`src/rtl/alu_op_scheduler_if.sv`:
```
// Bundles the two requester ports, the response port and the ALU operand/result pins.
// No logic inside; all timing is set by the scheduler.
// Backpressure is carried by reqN_ready and rsp_ready.
interface alu_op_scheduler_if;
    logic        req0_valid;
    logic        req0_ready;
    logic [7:0]  req0_a;
    logic [7:0]  req0_b;
    logic        req0_cin;
    logic [1:0]  req0_sel;

    logic        req1_valid;
    logic        req1_ready;
    logic [7:0]  req1_a;
    logic [7:0]  req1_b;
    logic        req1_cin;
    logic [1:0]  req1_sel;

    logic        rsp_valid;
    logic        rsp_ready;
    logic        rsp_id;
    logic [15:0] rsp_result;
    logic        rsp_carry;
    logic        rsp_err;

    logic [7:0]  alu_a;
    logic [7:0]  alu_b;
    logic        alu_cin;
    logic [1:0]  alu_sel;
    logic [15:0] alu_result;
    logic        alu_carry;

    // Scheduler side
    modport slave (
        input  req0_valid, req0_a, req0_b, req0_cin, req0_sel,
        output req0_ready,
        input  req1_valid, req1_a, req1_b, req1_cin, req1_sel,
        output req1_ready,
        output rsp_valid, rsp_id, rsp_result, rsp_carry, rsp_err,
        input  rsp_ready,
        output alu_a, alu_b, alu_cin, alu_sel,
        input  alu_result, alu_carry
    );

    // Requester / consumer / ALU side
    modport master (
        output req0_valid, req0_a, req0_b, req0_cin, req0_sel,
        input  req0_ready,
        output req1_valid, req1_a, req1_b, req1_cin, req1_sel,
        input  req1_ready,
        input  rsp_valid, rsp_id, rsp_result, rsp_carry, rsp_err,
        output rsp_ready,
        input  alu_a, alu_b, alu_cin, alu_sel,
        output alu_result, alu_carry
    );
endinterface

```
`src/rtl/alu_op_scheduler.sv`:
```
// Round-robin front-end for the shared 8-bit ALU: two requesters in, one tagged response out.
// Latency: accept edge to rsp_valid is ALU_WAIT+1 cycles (1 cycle for an illegal op).
// Backpressure: one op in flight; requesters see ready only in IDLE, response held until rsp_ready.
module alu_op_scheduler #(
    parameter int unsigned ALU_WAIT = 1   // settle cycles, legal 1..15
) (
    input  logic              clk,
    input  logic              rst_n,
    alu_op_scheduler_if.slave bus,
    output logic              busy
);

    typedef enum logic [1:0] {
        ST_IDLE = 2'd0,
        ST_WAIT = 2'd1,
        ST_RESP = 2'd2
    } state_t;

    localparam logic [3:0] WAIT_INIT = 4'(ALU_WAIT);

    state_t      state;
    state_t      state_nxt;
    logic        last_grant;
    logic [3:0]  wait_cnt;
    logic        id_q;

    logic        grant0;
    logic        grant1;
    logic        grant_any;
    logic        acc_id;
    logic [7:0]  acc_a;
    logic [7:0]  acc_b;
    logic        acc_cin;
    logic [1:0]  acc_sel;
    logic        acc_illegal;
    logic        accept;

    // Arbitration: a lone requester wins; on a tie the one not granted last time wins.
    always_comb begin
        grant0      = bus.req0_valid && (!bus.req1_valid || last_grant);
        grant1      = bus.req1_valid && (!bus.req0_valid || !last_grant);
        grant_any   = grant0 || grant1;
        acc_id      = grant1;
        acc_a       = grant1 ? bus.req1_a   : bus.req0_a;
        acc_b       = grant1 ? bus.req1_b   : bus.req0_b;
        acc_cin     = grant1 ? bus.req1_cin : bus.req0_cin;
        acc_sel     = grant1 ? bus.req1_sel : bus.req0_sel;
        acc_illegal = (acc_sel == 2'b11);
        accept      = (state == ST_IDLE) && grant_any;
    end

    // State register; reset drops any in-flight op at once.
    always_ff @(posedge clk or negedge rst_n) begin
        if (!rst_n) begin
            state <= ST_IDLE;
        end else begin
            state <= state_nxt;
        end
    end

    // Next-state: illegal ops skip the settle wait, RESP leaves only on handshake.
    always_comb begin
        state_nxt = state;
        case (state)
            ST_IDLE: begin
                if (grant_any) begin
                    state_nxt = acc_illegal ? ST_RESP : ST_WAIT;
                end
            end
            ST_WAIT: begin
                if (wait_cnt == 4'd1) begin
                    state_nxt = ST_RESP;
                end
            end
            ST_RESP: begin
                if (bus.rsp_ready) begin
                    state_nxt = ST_IDLE;
                end
            end
            default: state_nxt = ST_IDLE;
        endcase
    end

    // Outputs decoded from state; readys are gated by rst_n so they drop while reset is held.
    always_comb begin
        bus.req0_ready = rst_n && (state == ST_IDLE) && grant0;
        bus.req1_ready = rst_n && (state == ST_IDLE) && grant1;
        bus.rsp_valid  = (state == ST_RESP);
        busy           = (state != ST_IDLE);
    end

    // Datapath: latch operands on accept, count down the settle time, capture the ALU outputs.
    always_ff @(posedge clk or negedge rst_n) begin
        if (!rst_n) begin
            last_grant     <= 1'b1;
            id_q           <= 1'b0;
            wait_cnt       <= 4'd0;
            bus.alu_a      <= 8'd0;
            bus.alu_b      <= 8'd0;
            bus.alu_cin    <= 1'b0;
            bus.alu_sel    <= 2'd0;
            bus.rsp_id     <= 1'b0;
            bus.rsp_result <= 16'd0;
            bus.rsp_carry  <= 1'b0;
            bus.rsp_err    <= 1'b0;
        end else if (accept) begin
            last_grant <= acc_id;
            id_q       <= acc_id;
            if (acc_illegal) begin
                // ALU is left untouched; the response is synthesized here.
                bus.rsp_id     <= acc_id;
                bus.rsp_result <= 16'd0;
                bus.rsp_carry  <= 1'b0;
                bus.rsp_err    <= 1'b1;
            end else begin
                bus.alu_a   <= acc_a;
                bus.alu_b   <= acc_b;
                bus.alu_cin <= acc_cin;
                bus.alu_sel <= acc_sel;
                wait_cnt    <= WAIT_INIT;
            end
        end else if (state == ST_WAIT) begin
            wait_cnt <= wait_cnt - 4'd1;
            if (wait_cnt == 4'd1) begin
                bus.rsp_id     <= id_q;
                bus.rsp_result <= bus.alu_result;
                bus.rsp_carry  <= bus.alu_carry;
                bus.rsp_err    <= 1'b0;
            end
        end
    end

endmodule

```
`src/flat_wrapper.sv`:
```
// flat-port wrapper written by rule: the top's interface ports become plain ports
module alu_op_scheduler_flat 
#(
    parameter int unsigned ALU_WAIT = 1                                
)
  (clk, rst_n, busy, bus_req0_valid, bus_req0_a, bus_req0_b, bus_req0_cin, bus_req0_sel, bus_req0_ready, bus_req1_valid, bus_req1_a, bus_req1_b, bus_req1_cin, bus_req1_sel, bus_req1_ready, bus_rsp_valid, bus_rsp_id, bus_rsp_result, bus_rsp_carry, bus_rsp_err, bus_rsp_ready, bus_alu_a, bus_alu_b, bus_alu_cin, bus_alu_sel, bus_alu_result, bus_alu_carry);
  alu_op_scheduler_if bus_i ();
  input  logic clk;
  input  logic rst_n;
  output logic busy;
  input wire logic [$bits(bus_i.req0_valid)-1:0] bus_req0_valid;
  input wire logic [$bits(bus_i.req0_a)-1:0] bus_req0_a;
  input wire logic [$bits(bus_i.req0_b)-1:0] bus_req0_b;
  input wire logic [$bits(bus_i.req0_cin)-1:0] bus_req0_cin;
  input wire logic [$bits(bus_i.req0_sel)-1:0] bus_req0_sel;
  output wire logic [$bits(bus_i.req0_ready)-1:0] bus_req0_ready;
  input wire logic [$bits(bus_i.req1_valid)-1:0] bus_req1_valid;
  input wire logic [$bits(bus_i.req1_a)-1:0] bus_req1_a;
  input wire logic [$bits(bus_i.req1_b)-1:0] bus_req1_b;
  input wire logic [$bits(bus_i.req1_cin)-1:0] bus_req1_cin;
  input wire logic [$bits(bus_i.req1_sel)-1:0] bus_req1_sel;
  output wire logic [$bits(bus_i.req1_ready)-1:0] bus_req1_ready;
  output wire logic [$bits(bus_i.rsp_valid)-1:0] bus_rsp_valid;
  output wire logic [$bits(bus_i.rsp_id)-1:0] bus_rsp_id;
  output wire logic [$bits(bus_i.rsp_result)-1:0] bus_rsp_result;
  output wire logic [$bits(bus_i.rsp_carry)-1:0] bus_rsp_carry;
  output wire logic [$bits(bus_i.rsp_err)-1:0] bus_rsp_err;
  input wire logic [$bits(bus_i.rsp_ready)-1:0] bus_rsp_ready;
  output wire logic [$bits(bus_i.alu_a)-1:0] bus_alu_a;
  output wire logic [$bits(bus_i.alu_b)-1:0] bus_alu_b;
  output wire logic [$bits(bus_i.alu_cin)-1:0] bus_alu_cin;
  output wire logic [$bits(bus_i.alu_sel)-1:0] bus_alu_sel;
  input wire logic [$bits(bus_i.alu_result)-1:0] bus_alu_result;
  input wire logic [$bits(bus_i.alu_carry)-1:0] bus_alu_carry;
  assign bus_i.req0_valid = bus_req0_valid;
  assign bus_i.req0_a = bus_req0_a;
  assign bus_i.req0_b = bus_req0_b;
  assign bus_i.req0_cin = bus_req0_cin;
  assign bus_i.req0_sel = bus_req0_sel;
  assign bus_req0_ready = bus_i.req0_ready;
  assign bus_i.req1_valid = bus_req1_valid;
  assign bus_i.req1_a = bus_req1_a;
  assign bus_i.req1_b = bus_req1_b;
  assign bus_i.req1_cin = bus_req1_cin;
  assign bus_i.req1_sel = bus_req1_sel;
  assign bus_req1_ready = bus_i.req1_ready;
  assign bus_rsp_valid = bus_i.rsp_valid;
  assign bus_rsp_id = bus_i.rsp_id;
  assign bus_rsp_result = bus_i.rsp_result;
  assign bus_rsp_carry = bus_i.rsp_carry;
  assign bus_rsp_err = bus_i.rsp_err;
  assign bus_i.rsp_ready = bus_rsp_ready;
  assign bus_alu_a = bus_i.alu_a;
  assign bus_alu_b = bus_i.alu_b;
  assign bus_alu_cin = bus_i.alu_cin;
  assign bus_alu_sel = bus_i.alu_sel;
  assign bus_i.alu_result = bus_alu_result;
  assign bus_i.alu_carry = bus_alu_carry;
  alu_op_scheduler #(.ALU_WAIT(ALU_WAIT)) u_core (.clk(clk), .rst_n(rst_n), .bus(bus_i), .busy(busy));
endmodule
```
`config.mk`:
```
export PLATFORM = sky130hd
export DESIGN_NAME = alu_op_scheduler_flat
export DESIGN_NICKNAME = d
export VERILOG_FILES = /design/src/rtl/alu_op_scheduler_if.sv /design/src/rtl/alu_op_scheduler.sv /design/src/flat_wrapper.sv
export SDC_FILE = /design/constraint.sdc
export NUM_CORES = 1
export LEC_CHECK = 0
export ABC_AREA = 0
export CORE_MARGIN = 1
export CORE_UTILIZATION = 28
export CTS_CLUSTER_SIZE = 30
export DETAILED_ROUTE_END_ITERATION = 6
export PLACE_DENSITY_LB_ADDON = 0.15
export REMOVE_ABC_BUFFERS = 1
export SYNTH_ARGS = -nofsm -noshare
export SYNTH_HDL_FRONTEND = slang
export SYNTH_SLANG_ARGS = --single-unit
```
`constraint.sdc`:
```
create_clock -name clk -period 2.4 [get_ports clk]
set_input_delay 0.48 -clock clk [delete_from_list [all_inputs] [get_ports clk]]
set_output_delay 0.48 -clock clk [all_outputs]
set_load 0.005 [all_outputs]
```
# After elaboration in Yosys (flattened, before gate mapping)
# Index checks and enable logic that the tools add are counted.
# op_classes
n_addsub,1
n_eq_ne,9
muxes,28
n_bitwise,1
n_reduce_logical,20
# op_table
cell,count
16-bit 2-to-1 mux,4
8-bit 2-to-1 mux,2
1-bit 2-to-1 mux,13
4-bit 2-to-1 mux,3
2-bit 2-to-1 mux,5
2-bit by 1-bit != test with 1-bit output (second input constant),4
1-bit logical AND,6
2-bit one-hot mux with 3 select lines,1
3-bit AND reduction,2
2-bit nonzero test,3
2-bit == test (second input constant),2
4-bit by 1-bit == test with 1-bit output (second input constant),1
2-bit AND reduction,2
4-bit by 1-bit subtractor with 4-bit output (second input constant),1
1-bit logical NOT,3
1-bit logical OR,3
2-bit by 1-bit == test with 1-bit output (second input constant),1
2-bit logical NOT,1
2-bit != test (second input constant),1
1-bit NOT,1
# word_totals
regBits,46
inputBits,60
out_inout_bits,42

# Logic depth before layout (Yosys ltp)
# logic_depth
depth_word,8
mapped_depth,8
mapped_depth_nobuf,6

# Worst setup path before layout
# OpenSTA, ideal clock, no wires.
# synth_path
kind,input-to-reg
start,input bus_req1_valid
end,register u_core.bus.alu_a[6]
arrival_time_ps,1625
t_required_ps,2273
slack_ps,648
path_stages,5
cell_sequence,a21boi_4 > mux2i_4 > nor2_8 > buf_6 > mux2_1
# synth_via
elab_chain_len,6
# synth_rtl
item,line,source
start: declaration,flat_wrapper.sv:17,input wire logic [$bits(bus_i.req1_valid)-1:0] bus_req1_valid;
"parallel branches: the longest is 6 deep, another holds 2-bit 2-to-1 mux",--,
end signal: assignment,alu_op_scheduler.sv:98,bus.alu_a <= 8'd0;
end signal: assignment,alu_op_scheduler.sv:116,bus.alu_a <= acc_a;
end: declaration,alu_op_scheduler_if.sv:41,"output alu_a, alu_b, alu_cin, alu_sel,"
# Several ways; the timed one is not identified.
# A chain may end at the register's enable or synchronous reset.

# Worst setup path after layout
# layout_path
start,input bus_req0_valid
end,output bus_req0_ready
# layout_via
elab_chain_len,2
# layout_rtl
item,line,source
start: declaration,flat_wrapper.sv:11,input wire logic [$bits(bus_i.req0_valid)-1:0] bus_req0_valid;
1-bit logical AND,alu_op_scheduler.sv:40,grant0 = bus.req0_valid && (!bus.req1_valid || last_grant);
1-bit logical AND,alu_op_scheduler.sv:86,bus.req0_ready = rst_n && (state == ST_IDLE) && grant0;
end: declaration,flat_wrapper.sv:16,output wire logic [$bits(bus_i.req0_ready)-1:0] bus_req0_ready;
# Every way passes these cells.

==> impl_metrics.csv <==
group,metric,value,unit
worst_setup_path,path_delay_family,"buffers and inverters",
floorplan,dieWidth,88.3,um
floorplan,std_cell_rows,31,
clock_network,htreeDepth,2,
clock_network,insertion_delay,0.30,ns
synthesis,synthCells,153,
pwr,p_per_area,1080,nW/um2
worst_setup_path,end_kind,"output pin",
final_layout,utilization,47.1,%
clock_network,cts_tree,"built",
worst_setup_path,worstPathRequired,1.92,ns
synthesis,ys_ff_latch,46,
placed_design,port_buffers,101,
worst_setup_path,worstSetupPathType,"input port to output pin",
sta,hold_violations,0,
floorplan,io-pin-count,102,
sta,drv_slew,0,
routing,vias_per_cell,4.45,
final_layout,nets,327,
routing,wl_per_cell,13.8,um
synthesis,synth_area_per_cell,13.6,um2
global_route,grt_max_degree,45,
clock_network,cts_root_buf,"clkbuf_8",
placed_design,gp_congestion,0.803,
worst_setup_path,cpMostUsedCell,"clkdlybuf4s50_1",
sta,rsz0062_at_grt,"no",
pwr,p_leak,1.44,nW
routing,drc,0,
worst_setup_path,cp_max_fo,4,
worst_setup_path,cp_slowest_cell,"clkdlybuf4s50_1",
global_route,grt_pass1_wl,7.76,mm
sta,setup_ws,0.0688,ns
placed_design,pre_cts_slack,0.0136,ns
worst_setup_path,regToRegStartpoint,"u_core.last_grant",
worst_setup_path,critPathBufInv,3,
clock_network,cts_inserted_buffers,5,
placed_design,dp.cells,354,
global_route,antenna_found_initial,0,
routing,via_count,1623,
pwr,vdd_drop_max,409,uV
global_route,globalRoute.totalOverflow,0,
floorplan,dieHeight,88.3,um
final_layout,antenna_cells,0,
routing,postRouteAntennaNets,0,
sta,finClkSkew,0.00687,ns
sta,final-setup-viol-count,0,
pwr,p_total,3.67,mW
synthesis,yosysTopAreaCell,"dfrtp_1",
final_layout,drive_gt1_share,15.8,%
sta,worst_pin_slew,0.555,ns
floorplan,start_util,28.9,%
worst_setup_path,path_cells,"clkdlybuf4s50_1 > buf_4 > and4_1 > clkdlybuf4s50_1",
routing,dr.first_iter.drc_count,51,
global_route,grt.total_usage,13.3,%
routing,routed_wirelength,5.02,mm
sta,min_period,2.33,ns
hold_path,hp-class,"input port to asynchronous set/reset pin",
sta,maxSlewHeadroom,63.0,%
synthesis,synth_cell_types,31,
worst_setup_path,cp.depth,4,
synthesis,synthesis.area,2080,um2
global_route,grt_pass1_vias,1558,
routing,dr.pass1.iters,3,
sta,fin_crit_sh,97.1,%
sta,fmax,0.429,GHz
worst_setup_path,startpoint,"bus_req0_valid",
floorplan,core,7210,um2
synthesis,synth_top_area_share,54.1,%
synthesis,synthTopCellsByArea,"dfrtp_1 (54%), mux2_1 (9.7%), mux2_2 (9.7%)",
clock_network,clk_path_buf_depth,2,
sta,finalSetupTns,0,ns
worst_setup_path,max_stage_delay,0.53,ns
run,drv_cap,0,
synthesis,seq_area_frac_synth,55.3,%
clock_network,cts.sinks,46,
worst_setup_path,cp.arrival,1.85,ns
worst_setup_path,r2r_cells,5,
final_layout,area_growth,62.9,%
status,status,"finished clean",
final_layout,finalNonFillerCells,365,
worst_setup_path,start_kind,"input port",
placed_design,dp_hpwl,3.68,mm
floorplan,dieArea,7790,um2
clock_network,cts.clk_slew.worst_paths,0.08,ns
synthesis,ys_warn_count,0,
[sequential cells by signal, indices dropped and copies added (netlist names)]
signal                 count
u_core.bus.rsp_carry       1
u_core.bus.rsp_result     16
u_core.bus.rsp_id          1
u_core.id_q                1
u_core.last_grant          1
u_core.wait_cnt            4
u_core.bus.alu_cin         1
u_core.state               2
u_core.bus.alu_sel         2
u_core.bus.alu_a           8
u_core.bus.alu_b           8
u_core.bus.rsp_err         1
[Yosys cell counts]
library cell	number
and2_1	1
a22o_1	18
o21a_1	1
buf_2	3
o21ai_1	3
nor3_1	1
dfstp_2	1
buf_6	2
dfrtp_1	45
mux2_1	18
a21boi_4	1
ha_1	2
o21ai_0	2
a21oi_4	1
clkbuf_1	1
nor3b_1	1
xor2_1	1
and3_1	1
inv_1	6
and4_1	1
a21oi_1	4
nand2_1	7
nor2_1	2
nor2b_1	1
mux2i_1	2
xnor2_1	1
nor2_8	1
o22ai_1	3
mux2_2	18
nand2b_1	3
mux2i_4	1
[per-stage QoR]
stage	hold slack (ns)	cell area (um2)
after detailed placement	0.306	3220
after global placement	0.306	3220
after CTS	0.164	3380
final	0.162	3390
after floorplan	0.184	2040
after global routing	0.162	3390
[cell families (layout without fill, tap and decap cells)]
kind of cell,after synthesis,in the layout,synth area share (%)
simple gates,19,19,5.41
xor+xnor,2,2,0.841
mux,39,39,21.5
compound gates,33,33,12.7
flops,46,46,55.3
buf+inv,12,125,3.06
fa+ha+maj,2,2,1.20
[cells in the final DEF, fill, tap and decap left out, types with 3 or more instances in the layout]
cell type / count
mux2_1: 18
nand2b_1: 3
o21ai_1: 3
clkdlybuf4s50_1: 100
o22ai_1: 3
dfrtp_1: 45
a21oi_1: 4
nand2_1: 7
inv_1: 6
buf_4: 9
clkbuf_8: 6
mux2_2: 18
a22o_1: 18
[routing by layer]
| metal | global-route usage [%] | part of all wire, % | vias to the layer above |
|---|---|---|---|
| met2 | 21.6 | 44 | 78 |
| li1 | - | - | 779 |
| met5 | 0 | 0 | - |
| met4 | 3.52 | 1.2 | 0 |
| met1 | 16.6 | 43 | 760 |
| met3 | 5.04 | 12 | 6 |
[timing repair]
item	CTS	global route
setup endpoints to repair	0	2
hold endpoints to repair	1	0
resized for setup	0	1
setup buffers	0	2
hold buffers	1	0
[path summary, 6_finish.rpt]
check                                       to  slack [ns]
max                             bus_req0_ready        0.07
min reg2reg                u_core.bus.alu_a[1]        0.49
max in group asynchronous  u_core.bus.alu_a[5]        1.68
max reg2reg                u_core.bus.alu_b[6]        0.58
min in group clk           u_core.bus.alu_a[1]        0.49
min                          u_core.last_grant        0.16
[report_power, final]
group	leakage (nW)	internal, mW	total, mW	switching (mW)
combinational	0.802	1.04	1.65	0.616
clock	0.0714	0.444	0.700	0.256
sequential	0.566	1.13	1.32	0.190
[final cells by class]
| class | instances | area [um2] |
|---|---|---|
| clock inverter | 2 | 60.1 |
| tap | 99 | 124 |
| sequential | 46 | 1150 |
| timing repair buffer | 111 | 1080 |
| clock buffer | 6 | 82.6 |
| multi-input combinational | 95 | 870 |
| fill | 668 | 3820 |
| inverter | 6 | 22.5 |
(Power assumes the default switching activity.)
